$ cat src/rtl/multi_linked_list.sv
`default_nettype none
// +--------------------------------------------------------------------------+
// | Module      : multi_linked_list                                          |
// | Description : NUM_LISTS singly linked lists sharing one node pool, with  |
// |               a bitmap allocator and an op/op_start/op_done handshake.   |
// | Revision    : 1.0  initial release                                       |
// +--------------------------------------------------------------------------+
module multi_linked_list #(
    parameter  int DATA_WIDTH = 8,
    parameter  int MAX_NODE   = 16,
    parameter  int NUM_LISTS  = 4,
    localparam int ADDR_WIDTH = $clog2(MAX_NODE + 1),
    localparam int LIST_WIDTH = (NUM_LISTS > 1) ? $clog2(NUM_LISTS) : 1
) (
    input  logic                  clk,
    input  logic                  rst,
    input  logic                  op_start,
    input  logic [2:0]            op,
    input  logic [LIST_WIDTH-1:0] list_sel,
    input  logic [ADDR_WIDTH-1:0] addr_in,
    input  logic [DATA_WIDTH-1:0] data_in,
    output logic                  busy,
    output logic                  op_done,
    output logic                  fault,
    output logic [DATA_WIDTH-1:0] data_out,
    output logic [ADDR_WIDTH-1:0] node_addr,
    output logic [ADDR_WIDTH-1:0] next_node_addr,
    output logic [ADDR_WIDTH-1:0] head,
    output logic [ADDR_WIDTH-1:0] tail,
    output logic [ADDR_WIDTH-1:0] length,
    output logic [NUM_LISTS-1:0]  list_empty,
    output logic                  full,
    output logic [ADDR_WIDTH-1:0] free_count
);

    localparam int IDX_WIDTH = (MAX_NODE > 1) ? $clog2(MAX_NODE) : 1;
    localparam logic [ADDR_WIDTH-1:0] c_null = ADDR_WIDTH'(MAX_NODE);
    localparam logic [ADDR_WIDTH-1:0] c_one  = ADDR_WIDTH'(1);

    localparam logic [2:0] c_op_read     = 3'd0;
    localparam logic [2:0] c_op_ins_head = 3'd1;
    localparam logic [2:0] c_op_ins_tail = 3'd2;
    localparam logic [2:0] c_op_pop_head = 3'd3;
    localparam logic [2:0] c_op_ins_aft  = 3'd4;
    localparam logic [2:0] c_op_del_aft  = 3'd5;
    localparam logic [2:0] c_op_flush    = 3'd6;

    typedef enum logic [1:0] {
        S_IDLE = 2'd0,
        S_EXEC = 2'd1,
        S_DONE = 2'd2
    } state_t;

    state_t r_state, w_state_next;

    logic [DATA_WIDTH-1:0] r_node_data  [MAX_NODE];
    logic [ADDR_WIDTH-1:0] r_node_next  [MAX_NODE];
    logic [LIST_WIDTH-1:0] r_node_owner [MAX_NODE];
    logic [MAX_NODE-1:0]   r_node_valid;
    logic [ADDR_WIDTH-1:0] r_head [NUM_LISTS];
    logic [ADDR_WIDTH-1:0] r_tail [NUM_LISTS];
    logic [ADDR_WIDTH-1:0] r_len  [NUM_LISTS];

    logic [2:0]            r_op;
    logic [LIST_WIDTH-1:0] r_list;
    logic [ADDR_WIDTH-1:0] r_addr;
    logic [DATA_WIDTH-1:0] r_din;

    logic [ADDR_WIDTH-1:0] w_free_cnt;
    logic [IDX_WIDTH-1:0]  w_alloc_idx;
    logic                  w_alloc_ok;

    // ---------------- FSM ----------------
    always_ff @(posedge clk) begin
        if (rst) r_state <= S_IDLE;
        else     r_state <= w_state_next;
    end

    always_comb begin
        w_state_next = r_state;
        case (r_state)
            S_IDLE:  if (op_start) w_state_next = S_EXEC;
            S_EXEC:  w_state_next = S_DONE;
            S_DONE:  w_state_next = S_IDLE;
            default: w_state_next = S_IDLE;
        endcase
    end

    assign busy    = (r_state != S_IDLE);
    assign op_done = (r_state == S_DONE);

    // ---------------- Live pool status ----------------
    always_comb begin
        w_free_cnt  = '0;
        w_alloc_idx = '0;
        w_alloc_ok  = 1'b0;
        for (int i = 0; i < MAX_NODE; i++)
            w_free_cnt = w_free_cnt + (r_node_valid[i] ? '0 : c_one);
        // Descending scan leaves the lowest free index as the winner.
        for (int i = MAX_NODE - 1; i >= 0; i--) begin
            if (!r_node_valid[i]) begin
                w_alloc_ok  = 1'b1;
                w_alloc_idx = IDX_WIDTH'(i);
            end
        end
    end

    assign free_count = w_free_cnt;
    assign full       = !w_alloc_ok;

    generate
        for (genvar g = 0; g < NUM_LISTS; g++) begin : g_empty
            assign list_empty[g] = (r_len[g] == '0);
        end
    endgenerate

    // ---------------- Command decode / next state ----------------
    logic                  w_list_ok, w_addr_ok, w_empty;
    logic [LIST_WIDTH-1:0] w_lidx;
    logic [IDX_WIDTH-1:0]  w_aidx, w_hidx, w_tidx, w_vidx;
    logic [ADDR_WIDTH-1:0] w_cur_head, w_cur_tail, w_cur_len, w_a_next, w_alloc_addr;
    logic                  w_fault;
    logic [ADDR_WIDTH-1:0] w_head_n, w_tail_n, w_len_n;
    logic                  w_new_en, w_link_en, w_free_en, w_flush_en;
    logic [ADDR_WIDTH-1:0] w_new_next, w_link_val;
    logic [IDX_WIDTH-1:0]  w_link_idx, w_free_idx;
    logic [DATA_WIDTH-1:0] w_out_data;
    logic [ADDR_WIDTH-1:0] w_out_node, w_out_next;

    always_comb begin
        w_list_ok    = (int'(r_list) < NUM_LISTS);
        w_lidx       = w_list_ok ? r_list : '0;
        w_aidx       = (int'(r_addr) < MAX_NODE) ? r_addr[IDX_WIDTH-1:0] : '0;
        w_addr_ok    = (int'(r_addr) < MAX_NODE) && r_node_valid[w_aidx]
                       && (r_node_owner[w_aidx] == r_list);
        w_cur_head   = w_list_ok ? r_head[w_lidx] : c_null;
        w_cur_tail   = w_list_ok ? r_tail[w_lidx] : c_null;
        w_cur_len    = w_list_ok ? r_len[w_lidx]  : '0;
        w_empty      = (w_cur_len == '0);
        w_hidx       = (int'(w_cur_head) < MAX_NODE) ? w_cur_head[IDX_WIDTH-1:0] : '0;
        w_tidx       = (int'(w_cur_tail) < MAX_NODE) ? w_cur_tail[IDX_WIDTH-1:0] : '0;
        w_a_next     = r_node_next[w_aidx];
        w_vidx       = (int'(w_a_next) < MAX_NODE) ? w_a_next[IDX_WIDTH-1:0] : '0;
        w_alloc_addr = ADDR_WIDTH'(w_alloc_idx);

        w_fault    = 1'b0;
        w_head_n   = w_cur_head;
        w_tail_n   = w_cur_tail;
        w_len_n    = w_cur_len;
        w_new_en   = 1'b0;
        w_new_next = c_null;
        w_link_en  = 1'b0;
        w_link_idx = '0;
        w_link_val = c_null;
        w_free_en  = 1'b0;
        w_free_idx = '0;
        w_flush_en = 1'b0;
        w_out_data = data_out;
        w_out_node = node_addr;
        w_out_next = next_node_addr;

        if (!w_list_ok) begin
            w_fault = 1'b1;
        end else begin
            case (r_op)
                c_op_read: begin
                    if (!w_addr_ok) w_fault = 1'b1;
                    else begin
                        w_out_data = r_node_data[w_aidx];
                        w_out_node = r_addr;
                        w_out_next = w_a_next;
                    end
                end
                c_op_ins_head: begin
                    if (!w_alloc_ok) w_fault = 1'b1;
                    else begin
                        w_new_en   = 1'b1;
                        w_new_next = w_cur_head;
                        w_head_n   = w_alloc_addr;
                        if (w_empty) w_tail_n = w_alloc_addr;
                        w_len_n    = w_cur_len + c_one;
                        w_out_data = r_din;
                        w_out_node = w_alloc_addr;
                        w_out_next = w_cur_head;
                    end
                end
                c_op_ins_tail: begin
                    if (!w_alloc_ok) w_fault = 1'b1;
                    else begin
                        w_new_en = 1'b1;
                        if (w_empty) w_head_n = w_alloc_addr;
                        else begin
                            w_link_en  = 1'b1;
                            w_link_idx = w_tidx;
                            w_link_val = w_alloc_addr;
                        end
                        w_tail_n   = w_alloc_addr;
                        w_len_n    = w_cur_len + c_one;
                        w_out_data = r_din;
                        w_out_node = w_alloc_addr;
                        w_out_next = c_null;
                    end
                end
                c_op_pop_head: begin
                    if (w_empty) w_fault = 1'b1;
                    else begin
                        w_free_en  = 1'b1;
                        w_free_idx = w_hidx;
                        w_head_n   = r_node_next[w_hidx];
                        if (w_cur_len == c_one) w_tail_n = c_null;
                        w_len_n    = w_cur_len - c_one;
                        w_out_data = r_node_data[w_hidx];
                        w_out_node = w_cur_head;
                        w_out_next = c_null;
                    end
                end
                c_op_ins_aft: begin
                    if (!w_alloc_ok || !w_addr_ok) w_fault = 1'b1;
                    else begin
                        w_new_en   = 1'b1;
                        w_new_next = w_a_next;
                        w_link_en  = 1'b1;
                        w_link_idx = w_aidx;
                        w_link_val = w_alloc_addr;
                        if (r_addr == w_cur_tail) w_tail_n = w_alloc_addr;
                        w_len_n    = w_cur_len + c_one;
                        w_out_data = r_din;
                        w_out_node = w_alloc_addr;
                        w_out_next = w_a_next;
                    end
                end
                c_op_del_aft: begin
                    if (!w_addr_ok || (r_addr == w_cur_tail)) w_fault = 1'b1;
                    else begin
                        w_free_en  = 1'b1;
                        w_free_idx = w_vidx;
                        w_link_en  = 1'b1;
                        w_link_idx = w_aidx;
                        w_link_val = r_node_next[w_vidx];
                        if (w_a_next == w_cur_tail) w_tail_n = r_addr;
                        w_len_n    = w_cur_len - c_one;
                        w_out_data = r_node_data[w_vidx];
                        w_out_node = w_a_next;
                        w_out_next = c_null;
                    end
                end
                c_op_flush: begin
                    w_flush_en = 1'b1;
                    w_head_n   = c_null;
                    w_tail_n   = c_null;
                    w_len_n    = '0;
                    w_out_node = c_null;
                    w_out_next = c_null;
                end
                default: w_fault = 1'b1;
            endcase
        end
    end

    // ---------------- Storage and registered outputs ----------------
    always_ff @(posedge clk) begin
        if (rst) begin
            for (int i = 0; i < MAX_NODE; i++) begin
                r_node_valid[i] <= 1'b0;
                r_node_owner[i] <= '0;
                r_node_next[i]  <= c_null;
                r_node_data[i]  <= '0;
            end
            for (int l = 0; l < NUM_LISTS; l++) begin
                r_head[l] <= c_null;
                r_tail[l] <= c_null;
                r_len[l]  <= '0;
            end
            r_op           <= '0;
            r_list         <= '0;
            r_addr         <= '0;
            r_din          <= '0;
            fault          <= 1'b0;
            data_out       <= '0;
            node_addr      <= '0;
            next_node_addr <= '0;
            head           <= c_null;
            tail           <= c_null;
            length         <= '0;
        end else begin
            if (r_state == S_IDLE && op_start) begin
                r_op   <= op;
                r_list <= list_sel;
                r_addr <= addr_in;
                r_din  <= data_in;
            end
            if (r_state == S_EXEC) begin
                fault          <= w_fault;
                data_out       <= w_out_data;
                node_addr      <= w_out_node;
                next_node_addr <= w_out_next;
                head           <= w_head_n;
                tail           <= w_tail_n;
                length         <= w_len_n;
                if (!w_fault) begin
                    r_head[w_lidx] <= w_head_n;
                    r_tail[w_lidx] <= w_tail_n;
                    r_len[w_lidx]  <= w_len_n;
                end
                // Enables are only raised on fault-free commands.
                for (int i = 0; i < MAX_NODE; i++) begin
                    if ((w_flush_en && r_node_valid[i] && r_node_owner[i] == w_lidx) ||
                        (w_free_en && w_free_idx == IDX_WIDTH'(i))) begin
                        r_node_valid[i] <= 1'b0;
                        r_node_owner[i] <= '0;
                        r_node_next[i]  <= c_null;
                    end
                    if (w_link_en && w_link_idx == IDX_WIDTH'(i))
                        r_node_next[i] <= w_link_val;
                    if (w_new_en && w_alloc_idx == IDX_WIDTH'(i)) begin
                        r_node_valid[i] <= 1'b1;
                        r_node_owner[i] <= r_list;
                        r_node_next[i]  <= w_new_next;
                        r_node_data[i]  <= r_din;
                    end
                end
            end
        end
    end

endmodule
`default_nettype wire

$ cat config.mk
export PLATFORM = sky130hd
export DESIGN_NAME = multi_linked_list
export DESIGN_NICKNAME = d
export VERILOG_FILES = /design/src/rtl/multi_linked_list.sv
export SDC_FILE = /design/constraint.sdc
export NUM_CORES = 1
export LEC_CHECK = 0
export BUFFER_PORTS_ARGS = -buffer_cell sky130_fd_sc_hd__clkbuf_2
export CAP_MARGIN = 20
export CORE_ASPECT_RATIO = 1.1
export CORE_UTILIZATION = 30
export CTS_CLUSTER_SIZE = 16
export DETAILED_ROUTE_END_ITERATION = 8
export SYNTH_ARGS = -nofsm -noshare
export SYNTH_HDL_FRONTEND = slang
export SYNTH_SLANG_ARGS = --single-unit
export TNS_END_PERCENT = 20
$ cat constraint.sdc
create_clock -name clk -period 4.1 [get_ports clk]
set_input_delay 0.82 -clock clk [delete_from_list [all_inputs] [get_ports clk]]
set_output_delay 0.82 -clock clk [all_outputs]
set_load 0.01 [all_outputs]
==> impl_metrics.py, run 1 <==
metrics = {
    "status": {
        "status": "finished, violations left",
        "violations": "setup timing",
    },
    "critical_path": {
        "path_cells": "inv_2 -> fa_1 -> fa_1 -> fa_1 -> fa_1 -> ha_4 -> inv_2 -> fa_2 -> nor2b_1 -> o21a_1 -> buf_2",
        "critPathSlowestCell": "fa_1",
        "cp_data_required_time_ps": 3280,
        "crit_arrival_ps": 3880,
        "cp_common_cell": "fa_1",
        "path_max_fanout": 2,
        "end_kind": "primary output",
        "worstSetupStartpointType": "flop",
        "cp_slowest_stage_delay_ps": 560,
        "crit_type": "flop to primary output",
    },
    "logic_synthesis": {
        "synth.distinct_cells": 103,
        "synthArstFlopShare_pct": 0,
        "syn_area_per_cell_sq_um": 9.43,
        "syn_nets": 2599,
        "ys_seq_area_share_pct": 43.3,
        "ys_seq_elements": 372,
        "netlist_area_sq_um": 24100,
        "yosysWarningCount": 0,
        "ys_dominant_reg_cell": "edfxtp_1",
        "synth_edf_count": 300,
        "synth_cells": 2560,
    },
    "grt": {
        "antenna_found_initial": 2,
        "grt_pass1_wl_um": 153000,
        "grt_pass1_vias": 22500,
        "grt_max_degree": 55,
        "grt_use_total_pct": 25.1,
        "grt.overflow.total": 0,
    },
    "die": {
        "design.die.area_sq_um": 81600,
        "die_height_um": 300,
        "initial_core_util_pct": 30.4,
        "io_pins": 67,
        "coreArea_sq_um": 79300,
        "die_w_um": 272,
        "row_count": 108,
    },
    "pwr": {
        "power_frac_seq_pct": 41.0,
        "pwr-share-clk_pct": 40.6,
        "leakage_nw": 10.7,
        "p_sw_mw": 3.07,
        "combPwrFrac_pct": 18.4,
        "switching_share_pct": 28.6,
        "internal_power_mw": 7.66,
        "peakVddDrop_mv": 0.265,
        "power_density_nw_per_um2": 361,
    },
    "clocking": {
        "clockBufferDepth": 3,
        "clockRootBuffer": "clkbuf_16",
        "htree_levels": 2,
        "cts_hold_buffers": 0,
        "insertion_delay_ps": 580,
        "cts_tree": "built",
        "clk_pin_slew_ps": 70,
        "numCtsBuffers": 44,
        "clock_sinks": 372,
    },
    "drt": {
        "ant_nets": 0,
        "drt_pass1_iterations": 9,
        "routed-via-count": 23500,
        "post_drt_wl_per_cell_um": 26.8,
        "drt-initial-drc-count": 3435,
        "totalWireLength_um": 105000,
        "drcViolationCount": 0,
        "viasPerCell": 6.00,
    },
    "sta": {
        "period_needed_ps": 4700,
        "rsz0062_at_grt": "true",
        "fin_ws_ps": -604,
        "hold_viol_final": 0,
        "clock_skew_ps": 20.3,
        "hold_slack_ps": 461,
        "max_freq_mhz": 213,
        "final_max_slew_viol_count": 0,
        "maxSlewHeadroom_pct": 30.8,
        "min_period_over_period_pct": 115,
        "tightestPinTransition_ps": 1040,
        "setup_viol": 5,
    },
    "placement": {
        "port_buffers": 66,
        "place_congestion": 1.02,
        "dpl.hpwl_um": 78300,
    },
    "final_layout": {
        "final_cell_mix": "nand2_1, buf_4, edfxtp_1",
        "layout.nets": 2871,
        "area_growth_pct": 23.0,
        "final_util_pct": 37.4,
        "drive_above_1_share_pct": 23.2,
    },
    "min_path": {
        "hold_class": "input port to flop",
    },
    "flow_run": {
        "drv_cap": 0,
    },
}
[synth_stat cells, drive strengths merged, types with 20 or more instances]
| library cell | count | area [sq um] |
|---|---|---|
| a211oi | 25 | 228 |
| a21oi | 132 | 664 |
| a222oi | 29 | 290 |
| a31oi | 43 | 269 |
| and2 | 37 | 231 |
| buf | 79 | 415 |
| clkbuf | 122 | 458 |
| dfxtp | 72 | 1440 |
| edfxtp | 300 | 9010 |
| inv | 72 | 270 |
| mux2 | 43 | 484 |
| mux2i | 156 | 1560 |
| mux4 | 29 | 653 |
| nand2 | 338 | 1270 |
| nand2b | 34 | 213 |
| nand3 | 74 | 375 |
| nand4 | 25 | 169 |
| nor2 | 303 | 1150 |
| nor2b | 39 | 244 |
| nor3 | 36 | 203 |
| o211ai | 22 | 184 |
| o21ai | 95 | 490 |
| o221ai | 32 | 287 |
| o22ai | 66 | 419 |
| or2 | 20 | 125 |
| xnor2 | 40 | 350 |
[area by class of cell]
| class | count | area [sq um] |
|---|---|---|
| diodes | 2 | 5.00 |
| clock buffers | 53 | 1240 |
| clock inverters | 28 | 377 |
| fillers | 7881 | 49600 |
| inverters | 73 | 274 |
| multi-input cells | 1914 | 12700 |
| flip-flops and latches | 372 | 10500 |
| well taps | 1045 | 1310 |
| repair buffers | 427 | 3320 |
[sequential cells by signal, indices dropped and copies added, names as in the netlist, 8 cells and up, named ones only]
register      cells
data_out          8
r_din             8
r_head           20
r_len            20
r_node_data     128
r_node_next      80
r_node_owner     32
r_node_valid     16
r_tail           20
[worst paths after layout]
| check | start | end | slack [ps] | depth (start not counted) |
|---|---|---|---|---|
| setup / recovery | r_node_valid[9] | free_count[4] | -600 | 11 |
| hold / removal | addr_in[0] | r_addr[0] | 460 | 3 |
| setup reg to reg | r_addr[4] | r_node_next[4][4] | 40 | 14 |
| hold reg to reg | node_addr[0] | node_addr[0] | 460 | 2 |
[timing repair]
item,in CTS,in global routing
gates resized for setup,8,30
pin swaps,10,6
setup buffers,2,9
setup endpoints to repair,36,240
[cell families after synthesis]
kind of cell | count (synthesis) | share of synthesized area [%]
AOI/OAI and AO/OA | 661 | 19.7
xor gates and xnor gates | 44 | 1.60
adders and majority gates | 20 | 1.33
buffers and inverters | 274 | 4.75
DFF | 372 | 43.3
muxes | 228 | 11.2
and+or+nand+nor | 961 | 18.2
[power by group through the flow]
| stage | Sequential [mW] | Combinational, mW | Clock [mW] |
|---|---|---|---|
| after floorplan | 4.39 | 1.12 | 0 |
| after global placement | 4.47 | 1.88 | 0 |
| after detailed placement | 4.47 | 1.88 | 0 |
| after CTS | 4.39 | 1.89 | 4.39 |
| after global routing | 4.41 | 2.08 | 4.53 |
| final | 4.40 | 1.97 | 4.36 |
[stage by stage]
stage	worst slack (ps)	setup TNS [ps]	area (sq um)	total power [mW]	cells
6_report	-604	-2280	29700	10.7	3914
5_1_grt	-731	-2870	29700	11.0	3913
4_1_cts	-666	-2680	29500	10.7	3902
3_5_place_dp	-205	-782	27800	6.36	3819
3_3_place_gp	-183	-1110	27800	6.35	3819
2_1_floorplan	-33.8	-46.2	24100	5.52	2560
[critical path: cells and delay by family (launching register included)]
| family | cells | cell delay, ps |
|---|---|---|
| AND/OR/NAND/NOR | 1 | 120 |
| adder cells (fa/ha/maj) | 6 | 2550 |
| buffers and inverters | 3 | 200 |
| flip-flops | 1 | 330 |
| AO/OA/AOI/OAI | 1 | 110 |
[routing by layer]
| layer | GRT usage (%) | share of wire, % | vias to the layer above |
|---|---|---|---|
| li1 | - | - | 10200 |
| met1 | 32.8 | 40 | 11500 |
| met2 | 40.5 | 45 | 1481 |
| met3 | 3.79 | 9.5 | 324 |
| met4 | 12.5 | 5.7 | 0 |
| met5 | 0 | 0 | - |
Note: power is estimated with default switching activity, not from simulation.
==> run 2, diff against run 1 <==
Settings changed: RECOVER_POWER set to 25.
==> impl_metrics.py, run 2 (synthesis results as in run 1) <==
metrics = {
    "drt": {
        "drcViolationCount": 0,
        "totalWireLength_um": 105000,
        "drt-initial-drc-count": 3319,
        "drt_pass1_iterations": 8,
        "viasPerCell": 6.00,
        "routed-via-count": 23500,
        "post_drt_wl_per_cell_um": 26.8,
        "ant_nets": 0,
    },
    "critical_path": {
        "r2r_start": "r_addr[4]",
        "path_max_fanout": 54,
        "crit_type": "input port to flop",
        "cp_data_required_time_ps": 4430,
        "r2r_cells": 12,
        "crit_arrival_ps": 5090,
        "end_kind": "flop",
        "worstReg2RegEnd": "r_node_data[13][5]",
        "worstSetupStartpointType": "input port",
        "ff2ff_setup_slack_ps": -600,
    },
    "final_layout": {
        "final_cell_mix": "nand2_1, buf_4, edfxtp_1",
        "largestRegisters": "r_node_data x128, r_node_next x80, r_node_owner x32",
        "final_util_pct": 37.3,
        "layout_commonest_cell": "nand2_1",
        "layout.nets": 2871,
        "drive_above_1_share_pct": 21.3,
        "area_growth_pct": 22.4,
        "top_register": "r_node_data",
        "stdcell_area_sq_um": 29600,
        "largest_reg_flops": 128,
    },
    "clocking": {
        "clk_pin_slew_ps": 60,
        "clockBufferDepth": 3,
        "insertion_delay_ps": 580,
        "cts_hold_buffers": 0,
        "numCtsBuffers": 44,
        "clock_sinks": 372,
        "htree_levels": 2,
        "clockRootBuffer": "clkbuf_16",
        "cts_tree": "built",
    },
    "sta": {
        "max_freq_mhz": 210,
        "hold_viol_final": 0,
        "final_max_slew_viol_count": 105,
        "min_period_over_period_pct": 116,
        "fin_ws_ps": -656,
        "tightestPinTransition_ps": 3550,
        "period_needed_ps": 4760,
        "rsz0062_at_grt": "true",
        "maxSlewHeadroom_pct": -137,
        "setup_viol": 512,
        "clock_skew_ps": 20.2,
    },
    "die": {
        "die_w_um": 272,
        "die_height_um": 300,
        "coreArea_sq_um": 79300,
        "io_pins": 67,
        "initial_core_util_pct": 30.4,
        "design.die.area_sq_um": 81600,
        "row_count": 108,
    },
    "placement": {
        "postPlaceCellArea_sq_um": 27800,
        "port_buffers": 66,
        "dpl.hpwl_um": 78300,
        "place_congestion": 1.02,
    },
    "grt": {
        "grt_max_degree": 55,
        "grt.overflow.total": 0,
        "antenna_found_initial": 2,
        "grt_use_total_pct": 25.1,
        "grt_pass1_vias": 22500,
        "grt_pass1_wl_um": 153000,
    },
    "min_path": {
        "min_to": "r_addr[1]",
        "worstHoldPathCells": 3,
        "hold_class": "input port to flop",
        "worstHoldStart": "addr_in[1]",
    },
    "status": {
        "violations": "capacitance limit, slew limit, setup timing",
        "status": "finished, violations left",
    },
    "pwr": {
        "power_density_nw_per_um2": 362,
        "peakVddDrop_mv": 0.263,
        "leakage_nw": 10.6,
    },
    "flow_run": {
        "drv_cap": 2,
    },
}
-- run 2: cell count changes in the layout (fill, tap and decap cells not counted), sizes merged --
cell,change
clkinv,+1
inv,-1
buf,-14
clkbuf,+14
-- run 2: report_power, final --
group          switching [mW]  internal [mW]  total, mW
sequential              0.163           4.24       4.40
combinational            1.21          0.741       1.96
clock                    1.68           2.67       4.35
-- run 2: worst max path at each step --
stage	start	endpoint	slack, ps	depth (start not counted)
2_1_floorplan	r_node_valid[5]	free_count[4]	-30	10
3_3_place_gp	r_node_valid[11]	free_count[4]	-180	11
3_5_place_dp	r_node_valid[11]	free_count[4]	-210	11
4_1_cts	r_node_valid[3]	free_count[4]	-670	11
5_1_grt	r_node_valid[9]	free_count[4]	-730	11
6_report	rst	r_node_next[1][0]	-660	8
-- run 2: cell type report --
cell class / instances / area, sq um
Antenna cell: 2 / 5.00
Clock buffer: 53 / 1240
Clock inverter: 28 / 377
Fill cell: 7919 / 49800
Inverter: 73 / 274
Multi-Input combinational cell: 1914 / 12700
Sequential cell: 372 / 10500
Tap cell: 1045 / 1310
Timing Repair Buffer: 427 / 3230
-- run 2: critical path, stage by stage --
cell      delay [ps]
clkbuf_1         140
clkbuf_1        2520
nor2_1           450
buf_4            380
nand2_1          270
buf_4            210
nor2_1            40
a31o_2           220
-- run 2: timing repair --
action	4_1_cts	5_1_grt
setup endpoints to repair	36	240
hold endpoints to repair	0	0
pin swaps	10	6
resized for setup	8	30
setup buffers	2	9
-- run 2: routing by layer --
metal  global-route usage (%)  up-vias  routed length (um)
met5                        0        -                   0
met4                     12.5        0                5940
met3                     3.79      320                9790
met2                     40.5     1476               47400
met1                     32.8    11500               41600
li1                         -    10200                   -
-- run 2: stage by stage --
stage / std cells / total power, mW / hold WS (ps) / setup slack [ps] / TNS (ps)
6_report: 3914 / 10.7 / 459 / -656 / -128890
5_1_grt: 3913 / 11.0 / 461 / -731 / -173160
4_1_cts: 3902 / 10.7 / 442 / -666 / -2680
3_5_place_dp: 3819 / 6.36 / 453 / -205 / -782
3_3_place_gp: 3819 / 6.35 / 447 / -183 / -1110
2_1_floorplan: 2560 / 5.52 / 476 / -33.8 / -46.2
